--- src/rtl/swap_sched_pkg.sv ---
`default_nettype none
// ============================================================================
// Package     : swap_sched_pkg
// Description : Shared scheduler state encoding, default parameters and a
//               width helper for the reset_other hold counter.
// Revision    : 1.0 - initial release
// ============================================================================
package swap_sched_pkg;

  localparam int FADE_LOG2_DEFAULT  = 8;
  localparam int RESET_HOLD_DEFAULT = 4;

  typedef enum logic [1:0] {
    IDLE  = 2'd0,
    ARM   = 2'd1,
    FADE  = 2'd2,
    CLEAR = 2'd3
  } sched_state_e;

  // Bits needed to hold a count of 0..n. The result is never below one bit.
  function automatic int hold_cnt_width(input int n);
    int w;
    w = $clog2(n + 1);
    return (w < 1) ? 1 : w;
  endfunction

endpackage
`default_nettype wire

--- src/rtl/pipeline_swap_scheduler_hold_timer.sv ---
`default_nettype none
// ============================================================================
// Module      : hold_timer
// Description : Count-down timer that sets the length of the reset_other
//               pulse. load_i arms it for HOLD cycles, count_i steps it down,
//               and expired_o is high on the final cycle of the hold.
// Revision    : 1.0 - initial release
// ============================================================================
module hold_timer
  import swap_sched_pkg::*;
#(
  parameter int HOLD = RESET_HOLD_DEFAULT
) (
  input  logic clk,
  input  logic reset,
  input  logic load_i,
  input  logic count_i,
  output logic expired_o
);

  localparam int CW = hold_cnt_width(HOLD);
  // The count shows the cycles still to run after the current one, so a load
  // of HOLD-1 gives HOLD cycles. A zero HOLD is treated as a single cycle.
  localparam logic [CW-1:0] LOAD_VAL = (HOLD > 0) ? CW'(HOLD - 1) : '0;

  logic [CW-1:0] cnt_q;
  logic [CW-1:0] cnt_d;

  // Next count: reload on entry, otherwise step down while there is count left.
  always_comb begin
    cnt_d = cnt_q;
    if (load_i) begin
      cnt_d = LOAD_VAL;
    end else if (count_i && (cnt_q != '0)) begin
      cnt_d = cnt_q - CW'(1);
    end
  end

  // Count register, cleared asynchronously by the active-low reset.
  always_ff @(posedge clk or negedge reset) begin
    if (!reset) begin
      cnt_q <= '0;
    end else begin
      cnt_q <= cnt_d;
    end
  end

  assign expired_o = (cnt_q == '0);

endmodule
`default_nettype wire

--- src/rtl/pipeline_swap_scheduler.sv ---
`default_nettype none
// ============================================================================
// Module      : pipeline_swap_scheduler
// Description : Schedules a swap between two processing pipelines. A request
//               arms the swap, the next sample boundary starts it, an optional
//               crossfade moves gain across one sample tick at a time, and the
//               outgoing pipeline is then held in reset for reset_hold cycles.
// Config      : Define SWAP_CROSSFADE_EN to enable the crossfade. Without it,
//               the swap is a hard cut on the first sample tick after arming,
//               and fade_pos stays 0.
// Revision    : 1.0 - initial release
// ============================================================================
module pipeline_swap_scheduler
  import swap_sched_pkg::*;
#(
  parameter int fade_log2  = FADE_LOG2_DEFAULT,
  parameter int reset_hold = RESET_HOLD_DEFAULT
) (
  input  logic               clk,
  input  logic               reset,
  input  logic               swap_req,
  input  logic               sample_tick,
  output logic               current_pipeline,
  output logic [fade_log2:0] fade_pos,
  output logic               swapping,
  output logic               reset_other,
  output logic               swap_done,
  output logic               swap_rejected
);

  localparam int FW = fade_log2 + 1;

  sched_state_e state_q, state_d;
  logic         cur_q, cur_d;
  logic         swapping_q, swapping_d;
  logic         rst_other_q, rst_other_d;
  logic         done_q, done_d;
  logic         rej_q, rej_d;
  logic         tmr_load, tmr_count, tmr_expired;

`ifdef SWAP_CROSSFADE_EN
  logic [FW-1:0] fade_q, fade_d;
  logic [FW-1:0] fade_inc;
  // The position is at most 2^fade_log2 - 1, so the increment never wraps.
  // When the top bit of the incremented value is set, the fade is complete.
  assign fade_inc = fade_q + FW'(1);
`endif

  // Next state and next registered outputs. Default is to hold, and the
  // done and rejected flags default to low so that they pulse for one cycle.
  always_comb begin
    state_d     = state_q;
    cur_d       = cur_q;
    swapping_d  = swapping_q;
    rst_other_d = rst_other_q;
    done_d      = 1'b0;
    rej_d       = 1'b0;
    tmr_load    = 1'b0;
    tmr_count   = 1'b0;
`ifdef SWAP_CROSSFADE_EN
    fade_d      = fade_q;
`endif

    // A request while busy is only flagged. It never touches the swap in flight.
    if (swap_req && (state_q != IDLE)) begin
      rej_d = 1'b1;
    end

    case (state_q)
      IDLE: begin
        // A sample_tick in the same cycle as the request is ignored. The
        // fade starts on the next tick.
        if (swap_req) begin
          state_d    = ARM;
          swapping_d = 1'b1;
        end
      end
`ifdef SWAP_CROSSFADE_EN
      ARM, FADE: begin
        if (sample_tick) begin
          if (fade_inc[fade_log2]) begin
            cur_d       = ~cur_q;
            fade_d      = '0;
            state_d     = CLEAR;
            rst_other_d = 1'b1;
            tmr_load    = 1'b1;
          end else begin
            fade_d  = fade_inc;
            state_d = FADE;
          end
        end
      end
`else
      ARM: begin
        if (sample_tick) begin
          cur_d       = ~cur_q;
          state_d     = CLEAR;
          rst_other_d = 1'b1;
          tmr_load    = 1'b1;
        end
      end
`endif
      CLEAR: begin
        // sample_tick is ignored in this state. reset_other stays high until
        // the timer reaches its final cycle.
        if (tmr_expired) begin
          state_d     = IDLE;
          rst_other_d = 1'b0;
          swapping_d  = 1'b0;
          done_d      = 1'b1;
        end else begin
          tmr_count = 1'b1;
        end
      end
      default: begin
        state_d     = IDLE;
        swapping_d  = 1'b0;
        rst_other_d = 1'b0;
      end
    endcase
  end

  // State and output registers. Reset forces all of them low, even in the
  // middle of a swap.
  always_ff @(posedge clk or negedge reset) begin
    if (!reset) begin
      state_q     <= IDLE;
      cur_q       <= 1'b0;
      swapping_q  <= 1'b0;
      rst_other_q <= 1'b0;
      done_q      <= 1'b0;
      rej_q       <= 1'b0;
    end else begin
      state_q     <= state_d;
      cur_q       <= cur_d;
      swapping_q  <= swapping_d;
      rst_other_q <= rst_other_d;
      done_q      <= done_d;
      rej_q       <= rej_d;
    end
  end

`ifdef SWAP_CROSSFADE_EN
  // Register for the crossfade position, the gain of the non-current pipeline.
  always_ff @(posedge clk or negedge reset) begin
    if (!reset) begin
      fade_q <= '0;
    end else begin
      fade_q <= fade_d;
    end
  end
  assign fade_pos = fade_q;
`else
  assign fade_pos = '0;
`endif

  hold_timer #(
    .HOLD (reset_hold)
  ) u_hold_timer (
    .clk       (clk),
    .reset     (reset),
    .load_i    (tmr_load),
    .count_i   (tmr_count),
    .expired_o (tmr_expired)
  );

  assign current_pipeline = cur_q;
  assign swapping         = swapping_q;
  assign reset_other      = rst_other_q;
  assign swap_done        = done_q;
  assign swap_rejected    = rej_q;

endmodule
`default_nettype wire

--- config.mk ---
export PLATFORM = sky130hd
export DESIGN_NAME = pipeline_swap_scheduler
export DESIGN_NICKNAME = d
export VERILOG_FILES = /design/src/rtl/swap_sched_pkg.sv /design/src/rtl/pipeline_swap_scheduler_hold_timer.sv /design/src/rtl/pipeline_swap_scheduler.sv
export SDC_FILE = /design/constraint.sdc
export NUM_CORES = 1
export LEC_CHECK = 0
export CORE_ASPECT_RATIO = 0.75
export CORE_MARGIN = 4
export CORE_UTILIZATION = 25
export DETAILED_ROUTE_END_ITERATION = 8
export SYNTH_ARGS = -nofsm -noshare
export SYNTH_HDL_FRONTEND = slang
export SYNTH_SLANG_ARGS = --single-unit
--- constraint.sdc ---
create_clock -name clk -period 1.3 [get_ports clk]
set_clock_uncertainty 0.1 [all_clocks]
set_input_delay 0.195 -clock clk [delete_from_list [all_inputs] [get_ports clk]]
set_output_delay 0.195 -clock clk [all_outputs]
set_load 0.05 [all_outputs]
* Yosys cells after proc, flatten, opt, wreduce, memory -nomap -nowiden
Index checks and enable logic that the tools add are counted.
Storage, ports and cells: bits in registers 10, bits in latches 0, memory bits (writable) 0, ROM bits 0, output and inout bits 14, word-level logic and storage cells 45, memories kept 0
Cells by class: add/subtract/negate cells 1, multipliers 0, div/mod/pow operators 0, $lt $le $gt $ge 0, eq/ne operators 5, shift operators 0, muxes and demuxes 18, bitwise gates (word level) 3, reductions and logical operators 11
Operators with widths (number):
- 1-bit 2-to-1 mux | 10
- 3-bit AND reduction | 3
- 2-bit 2-to-1 mux | 3
- 3-bit 2-to-1 mux | 2
- 2-bit != test (second input constant) | 3
- 1-bit one-hot mux with 3 select lines | 2
- 2-bit one-hot mux with 3 select lines | 1
- 2-bit nonzero test | 2
- 3-bit logical NOT | 1
- 1-bit NOT | 3
- 3-bit nonzero test | 1
- 3-bit by 1-bit subtractor with 3-bit output (second input constant) | 1
- 2-bit by 1-bit equality test with 1-bit output (second input constant) | 1
- 2-bit equality test (second input constant) | 1
- 1-bit logical AND | 2
- 2-bit logical NOT | 1
- 2-bit AND reduction | 1

* Depth between registers and ports, before layout
Gate-level depths: netlist of run 1.
word-level depth 6, mapped depth 5

* Modules after synthesis
Synthesis of run 1 repeated with hierarchy kept, for this count alone.
Second synthesis, totals: cell total of the unflattened synthesis 53, area total of the unflattened synthesis 540.5 um^2
By module, submodules not included:
- pipeline_swap_scheduler | times used 1, cells an instance 36, area each 357.8 um^2
- hold_timer | times used 1, cells an instance 17, area each 182.7 um^2

* Least setup slack after synthesis of run 1
No wires, ideal clock.
path type reg2reg, from reg u_hold_timer.cnt_q[0], to reg u_hold_timer.cnt_q[2], arrival time 1089 ps, required time 1077 ps, slack -12 ps, cell stages (with the launch flop) 6, path buffers 0, clock period less this slack 1312 ps, cell sequence dfrtp_1 inv_1 ha_1 and4bb_2 o21ai_0 nand2_1
On the way: longest elaborated chain between the ends 5
Ends and longest elaborated chain:
- start: declaration | RTL line pipeline_swap_scheduler_hold_timer.sv:26 | logic [CW-1:0] cnt_q;
- start signal: assignment | RTL line pipeline_swap_scheduler_hold_timer.sv:44 | cnt_q <= cnt_d;
- branches (longest 5 deep; another with 3-bit by 1-bit subtractor with 3-bit output)
Parallel ways; which one is timed is not known. The select of a mux whose other input is x is not followed. A chain may end at the register's enable or synchronous reset.

* Worst setup path after layout of run 1
from reg u_hold_timer.cnt_q[0], to reg u_hold_timer.cnt_q[0]
The elaborated chain is that of the path after synthesis.

==> metrics.txt, run 1 <==
status completed; final total power 2.00 mW; Num CTS Buffers 3; Starting Density 26.8%; CORE AREA 0.00203 sq mm; Hold WC Path Type in2async; clk root buf clkbuf_4; top cell type's share of synthesized area 45.9%; WL final 1060 um; area grow syn2layout 38.1%; max cap viols 0; Critical Path, Cell by Cell inv_2 > ha_4 > nand2b_4 > mux2i_1 > a22oi_1; critical path buffer and inverter count 1; Seq. cell area 250 sq um; CP Class reg2reg; IO Count 18; worst ir drop on vdd 1350 uV; Num Clock Sinks 10; Fill cells 211; f_max 0.806 GHz; initial antenna violation count 0; leakage 0.379 nW; CP top delay family flip-flops; list of most frequent post-synthesis cells buf_4 (10), dfrtp_1 (10), nand2_1 (5); GRT Overall Usage 8.11%; Worst Path Required 1.33 ns; DIE AREA 0.00300 sq mm; most common flop cell mapped by yosys dfrtp_1; Worst-path clk slew 0.06 ns; Final Non-Filler Cells 95; Yosys reg bits 10; DRT antenna net count 0; Critical Path Start Type flip-flop; area leader, netlist dfrtp_1; DR iter-0 viols 4; yosys warns 0; Post-synth EDFFs 0; final setup vio count 0; nets 79; Die Width 61.9 um; wire per inst 11.1 um; Clock Tree Buf Depth 2; PD cells 2650 mW/mm^2; vias in the first global route 359; area of the multi-input gates 249 sq um; Buffers on Ports 8; die height 48.5 um; drt drc 0; WP data arrival 1.28 ns; DRT Pass-1 Iters 2; period utilization 95.4%; row count 14; asr flop ratio synth 100%; Worst path max stage delay 0.38 ns; clock latency at the later pin of the worst-skew pair 0.26 ns; Slew Viols, Final 0; Post-Synthesis Cells 55; placed cells 89; Critical Path End Type flip-flop; fin crit period 1.24 ns; H-tree depth 1; via count 399; ant diodes 0; Post-Syn Area 546 sq um; synth unique cells 22; syn_area_per_cell 9.92 sq um; hpwl dp 774 um; routed vias/inst 4.20; CTS tree done; Final Hold Vio Count 0; maximum net fanout on the critical path 4; global route total overflow 0; first-pass GRT wire length 1730 um; Seq/Total Area, Yosys 45.9%; share of cells above drive strength 1 31.0%; largest net degree at the start of global routing 11; Slowest-stage cell, CP dfrtp_1; Area contributors post-synth dfrtp_1 (46%), buf_4 (14%), ha_1 (4.6%), mux2i_1 (3.7%), nand2_1 (3.4%); routability congestion estimate 0.745; RSZ-0062 raised after global routing yes
==> sequential cells by signal (all words and copies together), names as in the netlist <==
name and flops:
reset_other 1, swapping 1, u_hold_timer.cnt_q 3, swap_done 1, state_q 2, swap_rejected 1, current_pipeline 1
==> area by class of cell <==
class                   instances  share of cell area, %
well taps                      24                   3.99
repair buffers                 16                   25.2
flip-flops and latches         10                   33.2
multi-input cells              39                   33.1
clock buffers                   3                   2.99
inverters                       3                   1.50
==> cell families after synthesis <==
family | synth area share (%)
XOR/XNOR | 1.61
AO/OA/AOI/OAI | 11.7
other | 0.687
flip-flops | 45.9
AND/OR/NAND/NOR | 15.1
multiplexers | 3.67
buffers and inverters | 16.7
adder cells (fa/ha/maj) | 4.59
==> worst paths after layout <==
| kind | startpoint | to | slack (ns) | cells after the start |
|---|---|---|---|---|
| max in group asynchronous | reset | u_hold_timer.cnt_q[1] | 0.61 | 1 |
| worst min-delay path | reset | current_pipeline | 0.16 | 1 |
| worst max-delay path | u_hold_timer.cnt_q[0] | u_hold_timer.cnt_q[0] | 0.06 | 5 |
| min in group clk | current_pipeline | current_pipeline | 0.42 | 1 |
| worst min register to register | current_pipeline | current_pipeline | 0.42 | 1 |
| worst max register to register | u_hold_timer.cnt_q[0] | u_hold_timer.cnt_q[0] | 0.06 | 5 |
==> per-stage QoR <==
stage | instance area, sq um | TNS (ns) | util, % | worst slack (ns) | hold WS [ns]
after global routing | 753 | -0.0267 | 37.1 | -0.0259 | 0.176
final | 753 | 0 | 37.1 | 0.0596 | 0.161
after floorplan | 578 | 0 | - | 0.00278 | -0.201
after global placement | 696 | -0.0218 | 34.2 | -0.0218 | 0.414
after detailed placement | 696 | -0.0580 | 34.2 | -0.0580 | 0.419
after CTS | 728 | 0 | 35.8 | 0.0154 | 0.173
==> cell usage in the layout (no fill, tap or decap) <==
| cell | count |
|---|---|
| clkdlybuf4s50_1 | 3 |
| inv_2 | 2 |
| o21ai_1 | 2 |
| o21a_1 | 1 |
| xor2_1 | 1 |
| buf_12 | 5 |
| conb_1 | 9 |
| clkbuf_4 | 3 |
| nor2b_1 | 1 |
| and2b_1 | 1 |
| buf_4 | 8 |
| inv_1 | 1 |
| ha_4 | 1 |
| and3_1 | 1 |
| and4bb_2 | 1 |
| o21ai_0 | 2 |
| o22ai_1 | 1 |
| a21oi_1 | 3 |
| a22oi_1 | 2 |
| mux2i_1 | 2 |
| nand3_1 | 2 |
| ha_2 | 1 |
| nor2_1 | 2 |
| nand2b_4 | 1 |
| nand2_1 | 5 |
| dfrtp_1 | 10 |
==> worst reg2reg max path, cell delays in order, from the launching register on <==
cell and delay [ns]:
dfrtp_1 0.38, inv_2 0.07, ha_4 0.17, nand2b_4 0.09
mux2i_1 0.20, a22oi_1 0.11
==> report_power, final <==
group | switching [mW] | internal (mW)
combinational | 0.604 | 0.588
clock | 0.101 | 0.107
sequential | 0.148 | 0.450
==> routing by layer <==
layer	up-vias	GRT usage, %	part of all wire (%)	routed length, um
met1	182	11.0	48	506
li1	199	-	-	-
met2	18	10.5	42	441
met4	0	1.06	0	0
met5	-	0	0	0
met3	0	6.12	10	107
==> timing repair <==
action,CTS,global route
pin swaps,1,2
hold buffers,0,0
resized for setup,3,2
endpoints found under the setup margin,2,2
buffers inserted,0,3
No activity file was read; power rests on OpenSTA's default activity.
==> inputs of run 2 (changes only) <==
Settings changed: CORE_MARGIN 4 to default, GPL_ROUTABILITY_DRIVEN from default to 1.
==> run 2 against run 1 <==
  * Cell count down 3.2%
  * Sequential share of layout area rose by 0.79 points
  * Power up 0.22%
  * Global-route usage increased by 1.5 points
  * Non-clock buffer count fell by 4
  * Via count is 4.8% lower
  * Fmax grew 0.68%
  * Worst setup slack better by 0.0084 ns
  * First-iteration DRC count decreased by 25%
  * Count of clock-buffer cells in the layout up 1
  * Largest cell class unchanged
==> metrics.txt, run 2 (synthesis gave the netlist of run 1 again) <==
via count 380; Critical Path End Type flip-flop; die height 42.5 um; reg-to-reg endpoint u_hold_timer.cnt_q[2]; wire length on met2 427 um; Critical Path Start Type flip-flop; period utilization 94.8%; Hold WC Path Type in2async; cts-stage hold buffer count 0; Final Non-Filler Cells 92; Int Pwr 1.16 mW; Finished Cell Area 739 sq um; Clock Tree Buf Depth 2; share of cells above drive strength 1 29.4%; max reg flops 3; WL final 907 um; Worst Setup EP u_hold_timer.cnt_q[2]; hpwl dp 710 um; nets 75; ant diodes 0; CORE AREA 0.00203 sq mm; met1 wire length 402 um; worst reg2reg startpoint u_hold_timer.cnt_q[1]; worst ir drop on vdd 1160 uV; highest-count cells in the layout ignoring fill and taps conb_1 (9), dfrtp_1 (9), nand2_1 (5), buf_12 (5), buf_4 (4); Worst Path Required 1.36 ns; row count 14; Num CTS Buffers 3; largest net degree at the start of global routing 13; clock latency at the later pin of the worst-skew pair 0.26 ns; PD cells 2710 mW/mm^2; status completed; f_max 0.812 GHz; H-tree depth 1; leakage 0.370 nW; Seq. cell area 251 sq um; IO Count 18; Buffers on Ports 8; wire length on met3 78 um; CTS tree done; worst slack at placement -0.0557 ns; final setup vio count 0; Num Clock Sinks 10; CP Launch Point u_hold_timer.cnt_q[1]; WP data arrival 1.29 ns; DR iter-0 viols 3; DRT Pass-1 Iters 3; NetSw 0.844 mW; initial antenna violation count 0; dpl cell area 681 sq um; Final Hold Vio Count 0; wire per inst 9.86 um; setup slack after layout 0.0680 ns; r2r worst-path depth 5; Sequential Power Share 31.1%; final total power 2.00 mW; sw frac 42.2%; reg-to-reg setup timing slack 0.07 ns; top sig layer met3; Clock Power Share 13.7%; global route total overflow 0; most flop-heavy register u_hold_timer.cnt_q; routability congestion estimate 0.725; max cap viols 0; DRT antenna net count 0; Worst-path clk slew 0.07 ns; clk root buf clkbuf_4; CP Class reg2reg; drt drc 0; top flop regs u_hold_timer.cnt_q: 3 flops, state_q: 2 flops; maximum net fanout on the critical path 3; Slew Viols, Final 0; Fill cells 201; placed cells 87; Starting Density 26.8%; area grow syn2layout 35.6%; GRT Overall Usage 9.61%; fin crit period 1.23 ns; vias in the first global route 387; DIE AREA 0.00237 sq mm; Gate power share 55.2%; Die Width 55.9 um; first-pass GRT wire length 1680 um; area of the multi-input gates 250 sq um; routed vias/inst 4.13
run 2: cell count changes in the layout (fill, tap and decap cells not counted), sizes merged:
cell / before / now
clkbuf: 3 / 4
buf: 13 / 9
run 2: critical path, cell delays in order (launching register included):
cell and delay [ns]:
dfrtp_1 0.39, inv_2 0.10, ha_4 0.16, and4bb_2 0.23, o21ai_2 0.10, nand2_1 0.05
run 2: what timing repair did:
action / in CTS / in global routing
endpoints found under the setup margin: 1 / 2
setup buffers: 0 / 1
pin swaps: 0 / 2
gates resized for setup: 3 / 3
run 2: stage by stage:
step           utilization (%)  hold slack (ns)  TNS [ns]
6_report                  36.4            0.149         0
5_1_grt                   36.4            0.171  -0.00192
4_1_cts                   35.8            0.163         0
3_5_place_dp              33.5            0.417   -0.0912
3_3_place_gp              33.5            0.415   -0.0393
2_1_floorplan                -           -0.201         0
run 2: layer usage:
| metal | up-vias | track usage, % |
|---|---|---|
| met5 | - | 0 |
| met4 | 0 | 1.46 |
| met3 | 0 | 6.79 |
| met2 | 12 | 14.2 |
| met1 | 176 | 11.7 |
| li1 | 192 | - |
run 2: power by group through the flow:
stage	Clock (mW)	Combinational (mW)	Sequential (mW)
5_1_grt	0.305	1.22	0.647
6_report	0.274	1.11	0.622
2_1_floorplan	0	0.527	0.733
3_5_place_dp	0	1.05	0.616
3_3_place_gp	0	1.04	0.609
4_1_cts	0.286	1.08	0.617
run 2: area by class of cell:
class | count | share of cell area, %
Inverter | 3 | 1.52
Sequential cell | 10 | 34.0
Tap cell | 24 | 4.06
Clock buffer | 4 | 4.91
Multi-Input combinational cell | 39 | 33.8
Timing Repair Buffer | 12 | 21.7
run 2: how the worst min path moves through the flow:
stage                     start                     to  slack (ns)
2_1_floorplan             reset       current_pipeline       -0.20
4_1_cts                   reset              swap_done        0.16
5_1_grt                   reset  u_hold_timer.cnt_q[2]        0.17
3_5_place_dp   current_pipeline       current_pipeline        0.42
3_3_place_gp   current_pipeline       current_pipeline        0.42
6_report                  reset             state_q[1]        0.15
